[src/rtl/spi_master_param.sv]
// rtl/spi_master_param.sv - parametrised SPI master, CPOL/CPHA modes, MSB/LSB order, divided SCLK
// IDLE -> SETUP -> TRANSFER -> HOLD; all outputs registered.
module spi_master_param #(
  parameter int DATA_WIDTH = 8,
  parameter int NUM_SLAVES = 3,
  parameter int SEL_WIDTH  = 2,
  parameter int CLK_DIV    = 2
) (
  input  logic                  clk,
  input  logic                  reset,
  input  logic                  start,
  input  logic [SEL_WIDTH-1:0]  slaveSelect,
  input  logic                  cpol,
  input  logic                  cpha,
  input  logic                  lsb_first,
  input  logic [DATA_WIDTH-1:0] masterDataToSend,
  output logic [DATA_WIDTH-1:0] masterDataReceived,
  output logic                  busy,
  output logic                  done,
  output logic                  err,
  output logic                  SCLK,
  output logic [NUM_SLAVES-1:0] CS,
  output logic                  MOSI,
  input  logic                  MISO
);

  typedef enum logic [1:0] {IDLE, SETUP, TRANSFER, HOLD} state_t;

  localparam int CW = (CLK_DIV > 1) ? $clog2(CLK_DIV) : 1;
  localparam int EW = $clog2(2 * DATA_WIDTH + 1);
  localparam logic [CW-1:0] CNT_LAST  = CW'(CLK_DIV - 1);
  localparam logic [EW-1:0] EDGE_LAST = EW'(2 * DATA_WIDTH - 1);

  state_t                r_state, w_state_next;
  logic [CW-1:0]         r_cnt;
  logic [EW-1:0]         r_edge;
  logic                  r_cpol, r_cpha, r_lsb;
  logic [DATA_WIDTH-1:0] r_tx, r_rx, r_rxd;
  logic                  r_sclk, r_mosi, r_busy, r_done, r_err;
  logic [NUM_SLAVES-1:0] r_cs;

  logic w_sel_ok, w_tick, w_req, w_accept, w_reject, w_lead, w_last;
  logic w_sclk_edge, w_sample, w_shift, w_finish;

  always_comb begin
    w_state_next = r_state;
    w_sel_ok     = {1'b0, slaveSelect} < (SEL_WIDTH + 1)'(NUM_SLAVES);
    w_tick       = (r_cnt == CNT_LAST);
    // the done cycle is still IDLE, but start is ignored there
    w_req        = (r_state == IDLE) && start && !r_done;
    w_accept     = w_req && w_sel_ok;
    w_reject     = w_req && !w_sel_ok;
    w_lead       = ~r_edge[0];
    w_last       = (r_edge == EDGE_LAST);
    w_sclk_edge  = (r_state == TRANSFER) && w_tick;
    w_sample     = w_sclk_edge && (r_cpha ? !w_lead : w_lead);
    w_shift      = w_sclk_edge && (r_cpha ? (w_lead && (r_edge != '0)) : (!w_lead && !w_last));
    w_finish     = (r_state == HOLD) && w_tick;
    case (r_state)
      IDLE:     if (w_accept) w_state_next = SETUP;
      SETUP:    if (w_tick) w_state_next = TRANSFER;
      TRANSFER: if (w_tick && w_last) w_state_next = HOLD;
      HOLD:     if (w_tick) w_state_next = IDLE;
      default:  w_state_next = IDLE;
    endcase
  end

  always_ff @(posedge clk or negedge reset) begin
    if (!reset) r_state <= IDLE;
    else        r_state <= w_state_next;
  end

  always_ff @(posedge clk or negedge reset) begin
    if (!reset) begin
      r_cnt  <= '0;
      r_edge <= '0;
      r_cpol <= 1'b0;
      r_cpha <= 1'b0;
      r_lsb  <= 1'b0;
      r_tx   <= '0;
      r_rx   <= '0;
      r_rxd  <= '0;
      r_sclk <= 1'b0;
      r_mosi <= 1'b0;
      r_busy <= 1'b0;
      r_done <= 1'b0;
      r_err  <= 1'b0;
      r_cs   <= '1;
    end else begin
      r_done <= 1'b0;
      r_err  <= w_reject;
      if (r_state == IDLE || w_tick) r_cnt <= '0;
      else                           r_cnt <= r_cnt + CW'(1);

      if (w_accept) begin
        r_cpol <= cpol;
        r_cpha <= cpha;
        r_lsb  <= lsb_first;
        r_tx   <= masterDataToSend;
        r_mosi <= lsb_first ? masterDataToSend[0] : masterDataToSend[DATA_WIDTH-1];
        r_sclk <= cpol;
        r_busy <= 1'b1;
        r_edge <= '0;
        for (int i = 0; i < NUM_SLAVES; i++) r_cs[i] <= (slaveSelect != SEL_WIDTH'(i));
      end

      if (w_sclk_edge) begin
        r_sclk <= ~r_sclk;
        r_edge <= r_edge + EW'(1);
      end

      if (w_sample) begin
        if (r_lsb) r_rx <= {MISO, r_rx[DATA_WIDTH-1:1]};
        else       r_rx <= {r_rx[DATA_WIDTH-2:0], MISO};
      end

      // MOSI is registered, so it takes the bit that becomes current after the shift
      if (w_shift) begin
        if (r_lsb) begin
          r_tx   <= r_tx >> 1;
          r_mosi <= r_tx[1];
        end else begin
          r_tx   <= r_tx << 1;
          r_mosi <= r_tx[DATA_WIDTH-2];
        end
      end

      if (w_finish) begin
        r_cs   <= '1;
        r_rxd  <= r_rx;
        r_done <= 1'b1;
        r_busy <= 1'b0;
        r_sclk <= r_cpol;
      end
    end
  end

  assign masterDataReceived = r_rxd;
  assign busy               = r_busy;
  assign done               = r_done;
  assign err                = r_err;
  assign SCLK               = r_sclk;
  assign CS                 = r_cs;
  assign MOSI               = r_mosi;

endmodule

[config.mk]
export PLATFORM = sky130hd
export DESIGN_NAME = spi_master_param
export DESIGN_NICKNAME = d
export VERILOG_FILES = /design/src/rtl/spi_master_param.sv
export SDC_FILE = /design/constraint.sdc
export NUM_CORES = 1
export LEC_CHECK = 0
export ABC_CLOCK_PERIOD_IN_PS = 2300
export CORE_ASPECT_RATIO = 1.4
export CORE_MARGIN = 4
export CORE_UTILIZATION = 48
export DETAILED_ROUTE_END_ITERATION = 16
export PLACE_DENSITY = 0.75
export SYNTH_ARGS = -nofsm -noshare
export SYNTH_HDL_FRONTEND = slang
export SYNTH_SLANG_ARGS = --single-unit
[constraint.sdc]
create_clock -name clk -period 2.3 [get_ports clk]
set_clock_uncertainty 0.2 [all_clocks]
set_input_delay 0.46 -clock clk [delete_from_list [all_inputs] [get_ports clk]]
set_output_delay 0.46 -clock clk [all_outputs]
set_load 0.02 [all_outputs]
==> Yosys cells after proc, flatten, opt, wreduce, memory -nomap -nowiden <==
Index checks and enable logic that the tools add are counted.
{ "totals": {"out_inout_bits": 16, "wordCells": 79, "reg_bits": 43} }
{ "classes": {"n_lt_le_gt_ge": 1, "n_bitwise": 2, "n_reduce_logical": 23, "muxes": 26, "addsub": 2, "n_eq_ne": 10} }
{ "op_table": {"columns": ["operator", "count"], "rows": [
  ["8-bit two-way mux", 4],
  ["1-bit two-way mux", 13],
  ["1-bit logical AND", 11],
  ["5-bit two-way mux", 2],
  ["2-bit two-way mux", 4],
  ["2-bit inequality test, second input constant", 4],
  ["2-bit case mux with 4 select lines", 1],
  ["2-bit nonzero test", 4],
  ["3-bit two-way mux", 2],
  ["5-bit by 1-bit adder with 5-bit output, second input constant", 1],
  ["5-bit by 4-bit == test with 1-bit output, second input constant", 1],
  ["5-bit nonzero test", 1],
  ["2-bit == test, second input constant", 2],
  ["2-bit by 1-bit inequality test with 1-bit output, second input constant", 2],
  ["4-bit AND reduction", 1],
  ["1-bit zero test", 3],
  ["3-bit nonzero test", 1],
  ["2-bit by 1-bit == test with 1-bit output, second input constant", 1],
  ["2-bit zero test", 1],
  ["2-bit less-than comparator, second input constant", 1],
  ["1-bit NOT", 2],
  ["1-bit adder, second input constant", 1],
  ["1-bit logical OR", 1]
]} }

==> Logic depth before layout (Yosys ltp) <==
Gate-level depths: netlist (run 1).
{ "depth": {"word_depth": 7, "ltp_mapped": 7} }

==> Worst setup path after synthesis (run 1) <==
OpenSTA, ideal clock, no wires.
{ "synth_timing": {"path_type": "reg-to-reg", "from": "reg r_edge[0]", "to": "reg r_mosi (netlist: MOSI)", "n_path_buf": 1, "required_time_ns": 2.021, "t_arrival_ns": 1.882, "path_stages_with_launch": 8, "slack_ns": 0.138, "path_cell_list": "dfrtp_1 ha_1 and3_2 ha_1 or3_1 a21oi_2 buf_6 mux2i_1"} }
{ "synth_between": {"elab_chain_cells": 6, "elab_cells_between_ends": 10} }
{ "synth_rtl": {"columns": ["element", "line", "source"], "rows": [
  ["start, declared", "36", "logic [EW-1:0] r_edge;"],
  ["start signal, assigned", "109", "r_edge <= r_edge + EW'(1);"],
  ["5-bit by 4-bit == test with 1-bit output", "54", "w_last = (r_edge == EDGE_LAST);"],
  ["1-bit zero test", "57", "w_shift = w_sclk_edge && (r_cpha ? (w_lead && (r_edge != '0)) : (!w_lead && !w_last));"],
  ["1-bit logical AND", "57", null],
  ["1-bit two-way mux *", "57", null],
  ["1-bit logical AND *", "57", null],
  ["1-bit two-way mux / 2-bit nonzero test (equally long branches)", null, null],
  ["end signal, assigned", "100", "r_mosi <= lsb_first ? masterDataToSend[0] : masterDataToSend[DATA_WIDTH-1];"],
  ["end signal, assigned", "121", "r_mosi <= r_tx[1];"],
  ["end signal, assigned", "124", "r_mosi <= r_tx[DATA_WIDTH-2];"],
  ["end, declared", "39", "logic r_sclk, r_mosi, r_busy, r_done, r_err;"]
]} }
Every way passes the cells marked *; elsewhere a longest branch is shown, timed or not.
A chain may end at the register's enable or synchronous reset.

==> Final worst setup path (run 1) <==
{ "layout_timing": {"from": "reg r_edge[1]", "to": "reg r_tx[2]"} }
{ "layout_between": {"elab_chain_cells": 6, "elab_cells_between_ends": 9} }
{ "layout_rtl": {"columns": ["element", "line", "source"], "rows": [
  ["5-bit by 4-bit == test with 1-bit output", "54", null],
  ["1-bit zero test", "57", null],
  ["1-bit logical AND", "57", null],
  ["1-bit two-way mux *", "57", null],
  ["1-bit logical AND *", "57", null],
  ["8-bit two-way mux / 2-bit nonzero test (equally long branches)", null, null],
  ["end signal, assigned", "99", "r_tx <= masterDataToSend;"],
  ["end signal, assigned", "120", "r_tx <= r_tx >> 1;"],
  ["end signal, assigned", "123", "r_tx <= r_tx << 1;"],
  ["end, declared", "38", "logic [DATA_WIDTH-1:0] r_tx, r_rx, r_rxd;"]
]} }
Marked as above.

==> results of run 1 <==
==> cells in the mapped netlist, drive strengths merged <==
master,count
xor2,2
and3,1
inv,7
o211ai,2
dfstp,3
o221ai,1
nor3,1
clkbuf,1
ha,8
mux2,10
o22ai,1
mux2i,35
a21oi,11
a21o,1
o21ai,6
nor2,17
nand2,19
dfrtp,40
or4b,1
and2,2
buf,8
or3,1
nand3,5
o31ai,1
a221oi,1
nand3b,1
nand2b,2
==> worst min-delay path, stage by stage, from the launching register on <==
cell and delay [ns]:
dfrtp_1 0.36, nand2_1 0.05, o31ai_1 0.05
==> worst max-delay path by stage <==
| stage | cells past startpoint | slack, ns | endpoint |
|---|---|---|---|
| after floorplan | 7 | 0.14 | MOSI |
| after global placement | 7 | 0.15 | r_tx[6] |
| after detailed placement | 7 | 0.08 | r_tx[4] |
| after CTS | 7 | 0.06 | r_tx[2] |
| after global routing | 7 | 0.007 | r_tx[0] |
| final | 7 | 0.09 | r_tx[2] |
==> metrics by stage <==
stage               cell area (sq um)  cells  total power [W]  setup WS [ns]  hold slack (ns)
floorplan                        2130    188          0.00246          0.138          -0.0356
global placement                 2550    280          0.00298          0.145            0.260
detailed placement               2550    280          0.00302         0.0764            0.259
CTS                              2670    289          0.00355         0.0614            0.294
global route                     2670    289          0.00379        0.00666            0.335
finish                           2670    289          0.00351         0.0928            0.294
==> where the power goes <==
group | internal, W | total (W) | switching [W]
Clock | 0.000273 | 0.000520 | 0.000247
Combinational | 0.000815 | 0.00158 | 0.000768
Sequential | 0.00112 | 0.00141 | 0.000290
==> cell type report <==
| type | instances | area [sq um] | area share [%] |
|---|---|---|---|
| Clock buffer | 7 | 96.3 | 3.62 |
| Tap cell | 60 | 75.1 | 2.82 |
| Multi-Input combinational cell | 129 | 975 | 36.6 |
| Clock inverter | 1 | 7.51 | 0.282 |
| Timing Repair Buffer | 42 | 405 | 15.2 |
| Inverter | 7 | 26.3 | 0.986 |
| Sequential cell | 43 | 1080 | 40.5 |
==> logic make-up after synthesis <==
| group | synth area share (%) |
|---|---|
| adder cells (fa/ha/maj) | 4.69 |
| flip-flops | 50.6 |
| multiplexers | 21.7 |
| XOR/XNOR | 0.821 |
| AO/OA/AOI/OAI | 7.51 |
| AND/OR/NAND/NOR | 11.0 |
| buffers and inverters | 3.69 |
==> flip-flops by register name (all words and copies together), names as in the netlist, 2 cells and up <==
name                count
r_edge                  5
r_state                 2
r_tx                    8
masterDataReceived      8
r_rx                    8
CS                      3
==> repair_timing <==
action,CTS,global route
gates resized for setup,0,0
endpoints found under the hold margin,21,0
endpoints found under the setup margin,0,3
hold buffers,1,0
==> per-layer routing <==
layer	track usage [%]	part of all wire (%)
met1	19.4	46
met2	25.3	49
met3	3.10	3.2
met4	5.77	1.6
met5	0	0
==> impl_metrics.tcl, run 1 <==
set metrics [dict create \
    status "finished clean" \
    final_common_cell "dfrtp_1" \
    power.density_nw_per_um2 1320 \
    max_freq_mhz 453 \
    post_synth_num_cell_types 33 \
    r2r_setup_slack_ns 0.09 \
    clk_pin_slew_ns 0.08 \
    worstPathRequired_ns 2.31 \
    nets 253 \
    netlist_area_sq_um 2130 \
    min_to "SCLK" \
    start_kind "register" \
    power.leakage_nw 1.17 \
    wirelength_mm 3.89 \
    io_buffers 32 \
    crit_chain "ha_1, and3_2, ha_1, or3_1, a21oi_2, buf_12, mux2i_1" \
    final_util_pct 62.4 \
    dieArea_sq_um 5590 \
    track_usage_pct 15.2 \
    syn_to_final_growth_pct 24.9 \
    drc_errors 0 \
    cts_buffers 5 \
    antenna_found_initial 0 \
    start_util_pct 49.9 \
    relSlewSlack_pct 64.9 \
    final-setup-viol-count 0 \
    grt_pass1_vias 1430 \
    overflow 0 \
    worst_pin_slew_ns 0.526 \
    first_iter_violations 49 \
    cts_max_level 2 \
    crit_start "r_edge[1]" \
    clock-root-buffer "clkbuf_8" \
    drtAntennaViolNets 0 \
    hold_viol_final 0 \
    syn_area_per_cell_sq_um 11.3 \
    fin_tns_setup_ns 0 \
    synth.area.top_cells "dfrtp_1 (47%), mux2i_1 (16%), mux2_2 (4.8%)" \
    cts_sinks 43 \
    reg2regPathDepth 7 \
    finalCritPeriodShare_pct 96.0 \
    fp.dieW_um 64.3 \
    cp_common_cell "ha_1" \
    min_from "r_cpol" \
    grt_max_degree 24 \
    synth_warnings 0 \
    syn_inst 188 \
    final_cell_mix "dfrtp_1 (40), mux2i_1 (35), clkdlybuf4s50_1 (31)" \
    cap_violations 0 \
    vdd_drop_max_mv 0.774 \
    slew_violations 0 \
    clock_path_buffers 2 \
    criticalPathCategory "register to register" \
    dr.pass1.iters 4 \
    syn_nets 213 \
    clock_latency_ns 0.29 \
    synth_top_area_share_pct 46.9 \
    rsz0062_at_grt "false" \
    slowest_stage "dfrtp_1" \
    ys_ff_latch 43 \
    postCtsSetupBuffers 0 \
    min_period_ns 2.21 \
    end_kind "register" \
    critical_path.max_fanout 9 \
    min_path_cells 2 \
    coreArea_sq_um 4270 \
    cp_data_arrival_time_ns 2.22 \
    vias_per_cell 5.18 \
    cts_tree "yes" \
    n_antenna_cell 0 \
    r2r-end "r_tx[2]" \
    path_buf_inv 1 \
    globalplace.congestion 0.825 \
    vias 1497 \
    critical_path.max_stage_delay_ns 0.41 \
    critical-path-top-delay-family "simple AND/OR/NAND/NOR gates" \
    yosysSeqAreaShare_pct 50.6 \
    pin_count 33 \
    die_h_um 86.9 \
    detail_route.wl_per_cell_um 13.4 \
    fill_cells 376 \
    hpwl_mm 2.87 \
    drive_gt1_share_pct 15.7 \
    r2r-start "r_edge[1]" \
    yosysTopAreaCell "dfrtp_1" \
    grt_pass1_wl_mm 6.54 \
    num_rows 28 \
    holdCritPathClass "register to register" \
]
Note: power is estimated with default switching activity, not from simulation.
==> run 2, diff against run 1 <==
--- a/config.mk
+++ b/config.mk
@@ -10,6 +10,8 @@
 export CORE_MARGIN = 4
 export CORE_UTILIZATION = 48
 export DETAILED_ROUTE_END_ITERATION = 16
+export GPL_TIMING_DRIVEN = 0
+export MAX_ROUTING_LAYER = met4
 export PLACE_DENSITY = 0.75
 export SYNTH_ARGS = -nofsm -noshare
 export SYNTH_HDL_FRONTEND = slang
==> impl_metrics.tcl, run 2 (synthesis results as in run 1) <==
set metrics [dict create \
    drtAntennaViolNets 0 \
    hpwl_mm 2.93 \
    status "finished clean" \
    fill_cells 372 \
    criticalPathCategory "register to register" \
    syn_to_final_growth_pct 27.6 \
    worstPathRequired_ns 2.32 \
    final_util_pct 63.7 \
    clk_pin_slew_ns 0.08 \
    finalCritPeriodShare_pct 98.3 \
    overflow 0 \
    final_cells 295 \
    cts_max_level 2 \
    end_kind "register" \
    fp.dieW_um 64.3 \
    first_iter_violations 73 \
    clock_path_buffers 2 \
    dpl_cell_area_sq_um 2540 \
    globalplace.congestion 0.741 \
    wirelength_mm 4.17 \
    final-setup-viol-count 0 \
    io_buffers 32 \
    dr.pass1.iters 4 \
    power.density_nw_per_um2 1330 \
    clock-root-buffer "clkbuf_8" \
    start_util_pct 49.9 \
    finalPower_w 0.00363 \
    critical_path.max_fanout 5 \
    cap_violations 0 \
    final_cell_mix "dfrtp_1 (39), mux2i_1 (35), clkdlybuf4s50_1 (31)" \
    grt_pass1_wl_mm 7.14 \
    fin_tns_setup_ns 0 \
    postLayoutCellArea_sq_um 2720 \
    pin_count 33 \
    antenna_found_initial 0 \
    cp_data_arrival_time_ns 2.28 \
    drc_errors 0 \
    die_h_um 86.9 \
    vdd_drop_max_mv 0.667 \
    num_rows 28 \
    grt_max_degree 33 \
    clock_latency_ns 0.30 \
    worst_pin_slew_ns 0.514 \
    slew_violations 0 \
    nets 259 \
    cts_buffers 5 \
    vias 1503 \
    start_kind "register" \
    n_antenna_cell 0 \
    max_freq_mhz 442 \
    relSlewSlack_pct 65.8 \
    cts_tree "yes" \
    holdCritPathClass "register to register" \
    hold_viol_final 0 \
    final_common_cell "dfrtp_1" \
    place_inst 281 \
    coreArea_sq_um 4270 \
    cts_sinks 43 \
    min_period_ns 2.26 \
    vias_per_cell 5.09 \
    power.leakage_nw 1.20 \
    dieArea_sq_um 5590 \
    drive_gt1_share_pct 18.3 \
    track_usage_pct 16.9 \
    grt_pass1_vias 1551 \
    detail_route.wl_per_cell_um 14.1 \
]
run 2: changes by cell type in the layout (fill, tap and decap cells not counted), sizes merged:
cell    change
bufinv      +1
buf         +5
run 2: through the flow:
stage          worst slack (ns)  hold WS [ns]
6_report                 0.0394         0.287
5_1_grt                 -0.0343         0.318
4_1_cts                  0.0500         0.291
3_5_place_dp            -0.0457         0.161
3_3_place_gp             -0.575         0.260
2_1_floorplan             0.138       -0.0356
run 2: worst paths after layout:
path / startpoint / to / slack, ns / cells past startpoint
max: r_edge[1] / MOSI / 0.04 / 7
min: r_cpol / r_cpol / 0.29 / 2
max reg2reg: r_edge[1] / MOSI / 0.04 / 7
min reg2reg: r_cpol / r_cpol / 0.29 / 2
max in group asynchronous: reset / CS[2] / 1.01 / 3
min in group asynchronous: reset / masterDataReceived[6] / 0.37 / 2
run 2: cell type report:
| class | count | area [sq um] | area share, % |
|---|---|---|---|
| inverter | 7 | 26.3 | 0.966 |
| clock inverter | 2 | 37.5 | 1.38 |
| sequential | 43 | 1080 | 39.7 |
| timing repair buffer | 39 | 387 | 14.2 |
| tap | 60 | 75.1 | 2.76 |
| buffer | 9 | 52.6 | 1.93 |
| clock buffer | 6 | 72.6 | 2.67 |
| multi-input combinational | 129 | 990 | 36.4 |
run 2: critical path: stages, from the launching register on:
cell     delay (ns)
dfrtp_1        0.42
ha_2           0.20
and3_2         0.21
ha_1           0.21
or3_4          0.41
a21oi_4        0.19
buf_6          0.15
mux2i_1        0.20
run 2: layer usage:
metal | up-vias | part of all wire [%] | GRT usage, %
li1 | 740 | - | -
met2 | 34 | 52 | 28.7
met3 | 6 | 3.4 | 3.10
met4 | 0 | 1.4 | 7.31
met5 | - | 0 | -
met1 | 723 | 43 | 19.6
run 2: repair_timing:
| action | CTS | global route |
|---|---|---|
| hold buffers | 1 | 0 |
| setup buffers | 1 | 3 |
| cloned | 1 | 0 |
| resized for setup | 2 | 4 |
| setup endpoints to repair | 9 | 9 |
| pin swaps | 1 | 1 |
| hold endpoints to repair | 11 | 0 |
run 2: power by group:
group          switching (W)  leakage [nW]  internal [W]  total [W]
logic               0.000844         0.630      0.000839    0.00168
clock network       0.000257        0.0514      0.000324   0.000581
registers           0.000243         0.513       0.00112    0.00136
total                0.00134          1.20       0.00228    0.00363
==> variant (config.mk and constraints of run 2) <==
Change the parameter `DATA_WIDTH` from 8 to 4.
--- a/src/rtl/spi_master_param.sv
+++ b/src/rtl/spi_master_param.sv
@@ -1,7 +1,7 @@
 // rtl/spi_master_param.sv - parametrised SPI master, CPOL/CPHA modes, MSB/LSB order, divided SCLK
 // IDLE -> SETUP -> TRANSFER -> HOLD; all outputs registered.
 module spi_master_param #(
-  parameter int DATA_WIDTH = 8,
+  parameter int DATA_WIDTH = 4,
   parameter int NUM_SLAVES = 3,
   parameter int SEL_WIDTH  = 2,
   parameter int CLK_DIV    = 2
Ports: changed (resized masterDataReceived and masterDataToSend); port bits go from 33 to 25. The function was not compared with the original's and may differ.
==> variant against run 2 <==
Highest routed layer unchanged. Critical path type is now reg2out. Final area down 29%. Combinational power decreased by 29%. Worst setup slack better by 0.20 ns. Critical endpoint is now CS[1]. Routed wire length shrank 28%. Power shrank 28%. Synthesized area is 27% lower. Fmax grew 9.5%. Sequential cell count is 13 lower. Utilization is 1.9 points lower.
==> variant: results (changes against run 2) <==
metric;value;unit;change
DP HPWL;2250;µm;-23%
# fillers;276;;-26%
area of the multi-input gates;757;µm²;-24%
routed wl met2;1620;µm;-25%
Mapped Nets;159;;-25%
Layout Nets;190;;-27%
largest area contributor in the netlist;dfrtp_1;;
slowest stage cell, crit path;clkdlybuf4s50_1;;
register share of the cell area;0.391;;-0.00619
M1 WL;1180;µm;-34%
Non-clock buffer share;0.132;;-0.0291
slew of the pin with the lowest slew margin;0.668;ns;+0.154 ns
routing usage on met1;0.176;;-0.0200
DR WL/cell;14.3;µm;+0.98%
pin count of the biggest net entering global routing;31;;-6.1%
Multi-In Gates;100;;-22%
Lkg Pwr;0.899;nW;-25%
bufs w/o clock;27;;-44%
status;complete, no violations;;
post-CTS setup buffers;0;;-1
DR WL met3;123;µm;-14%
GPL Wtd Cong;0.769;;+3.8%
Pint;1.61;mW;-30%
Via Count;1109;;-26%
Cells after Synth;139;;-26%
GRT Overall Usage;0.172;;+0.00309
highest layer used for signal routing;met4;;
met2 Usage GRT;0.299;;+0.0124
Worst path max stage delay;0.60;ns;+0.18 ns
crit path max fanout;2;;-3
ClkCell Share;0.0473;;+0.00688
root buf cell;clkbuf_8;;
Synth cell types;36;;+9.1%
first-pass GRT wire length;5310;µm;-26%
Post-CTS Resized;0;;-2
non-clock inverter count in the final layout;6;;-1
Port Buffers;24;;-25%
CP top delay family;buffers and inverters;;
Placed Cells incl. Taps;202;;-28%
DRT iter0 DRCs;26;;-64%
seq_cells;30;;-30%
synth cell count leaders;dfrtp_1, mux2i_1, nand2_1;;
clkbuf count;7;;+1
part of the Yosys area used for sequential elements;0.486;;-0.0207
vias in the first global route;1178;;-24%
Clk. pwr;435;µW;-25%
peak supply drop;816;µV;+22%
Hold WC Path Type;in2async;;
Synth area leaders;dfrtp_1, mux2i_1, ha_1, dfstp_2, nand2_1;;
via density per instance;5.28;;+3.7%
Logic power comb;1.20;mW;-29%
share of cells above drive strength 1;0.170;;-0.0134
met3 GRT Util;0.0492;;+0.0181
power share of the combinational group;0.461;;-0.003
router iterations before antenna repair;5;;+1
## variant: kinds of logic after synthesis
family          count (synthesis)  synth area share
buf+inv                         9            0.0274
xor+xnor                        1           0.00564
flops                          30             0.486
fa+ha+maj                       7            0.0564
simple gates                   47             0.169
compound gates                 22             0.104
mux                            23             0.152
## variant: path summary, 6_finish.rpt
check / from / end / slack, ns / depth (start not counted)
max in group asynchronous: reset / masterDataReceived[1] / 1.46 / 1
min: reset / r_tx[1] / 0.002 / 1
max reg2reg: r_state[0] / r_tx[0] / 0.40 / 7
min in group clk: r_cpol / r_cpol / 0.27 / 2
max: CS[1] / CS[1] / 0.24 / 1
min reg2reg: r_cpol / r_cpol / 0.27 / 2
## variant: metrics by stage
step / instance area (µm²) / worst slack [ns]
2_1_floorplan: 1550 / 0.538
3_3_place_gp: 1840 / 0.0859
3_5_place_dp: 1840 / 0.0302
4_1_cts: 1930 / 0.212
5_1_grt: 1930 / 0.191
6_report: 1930 / 0.235
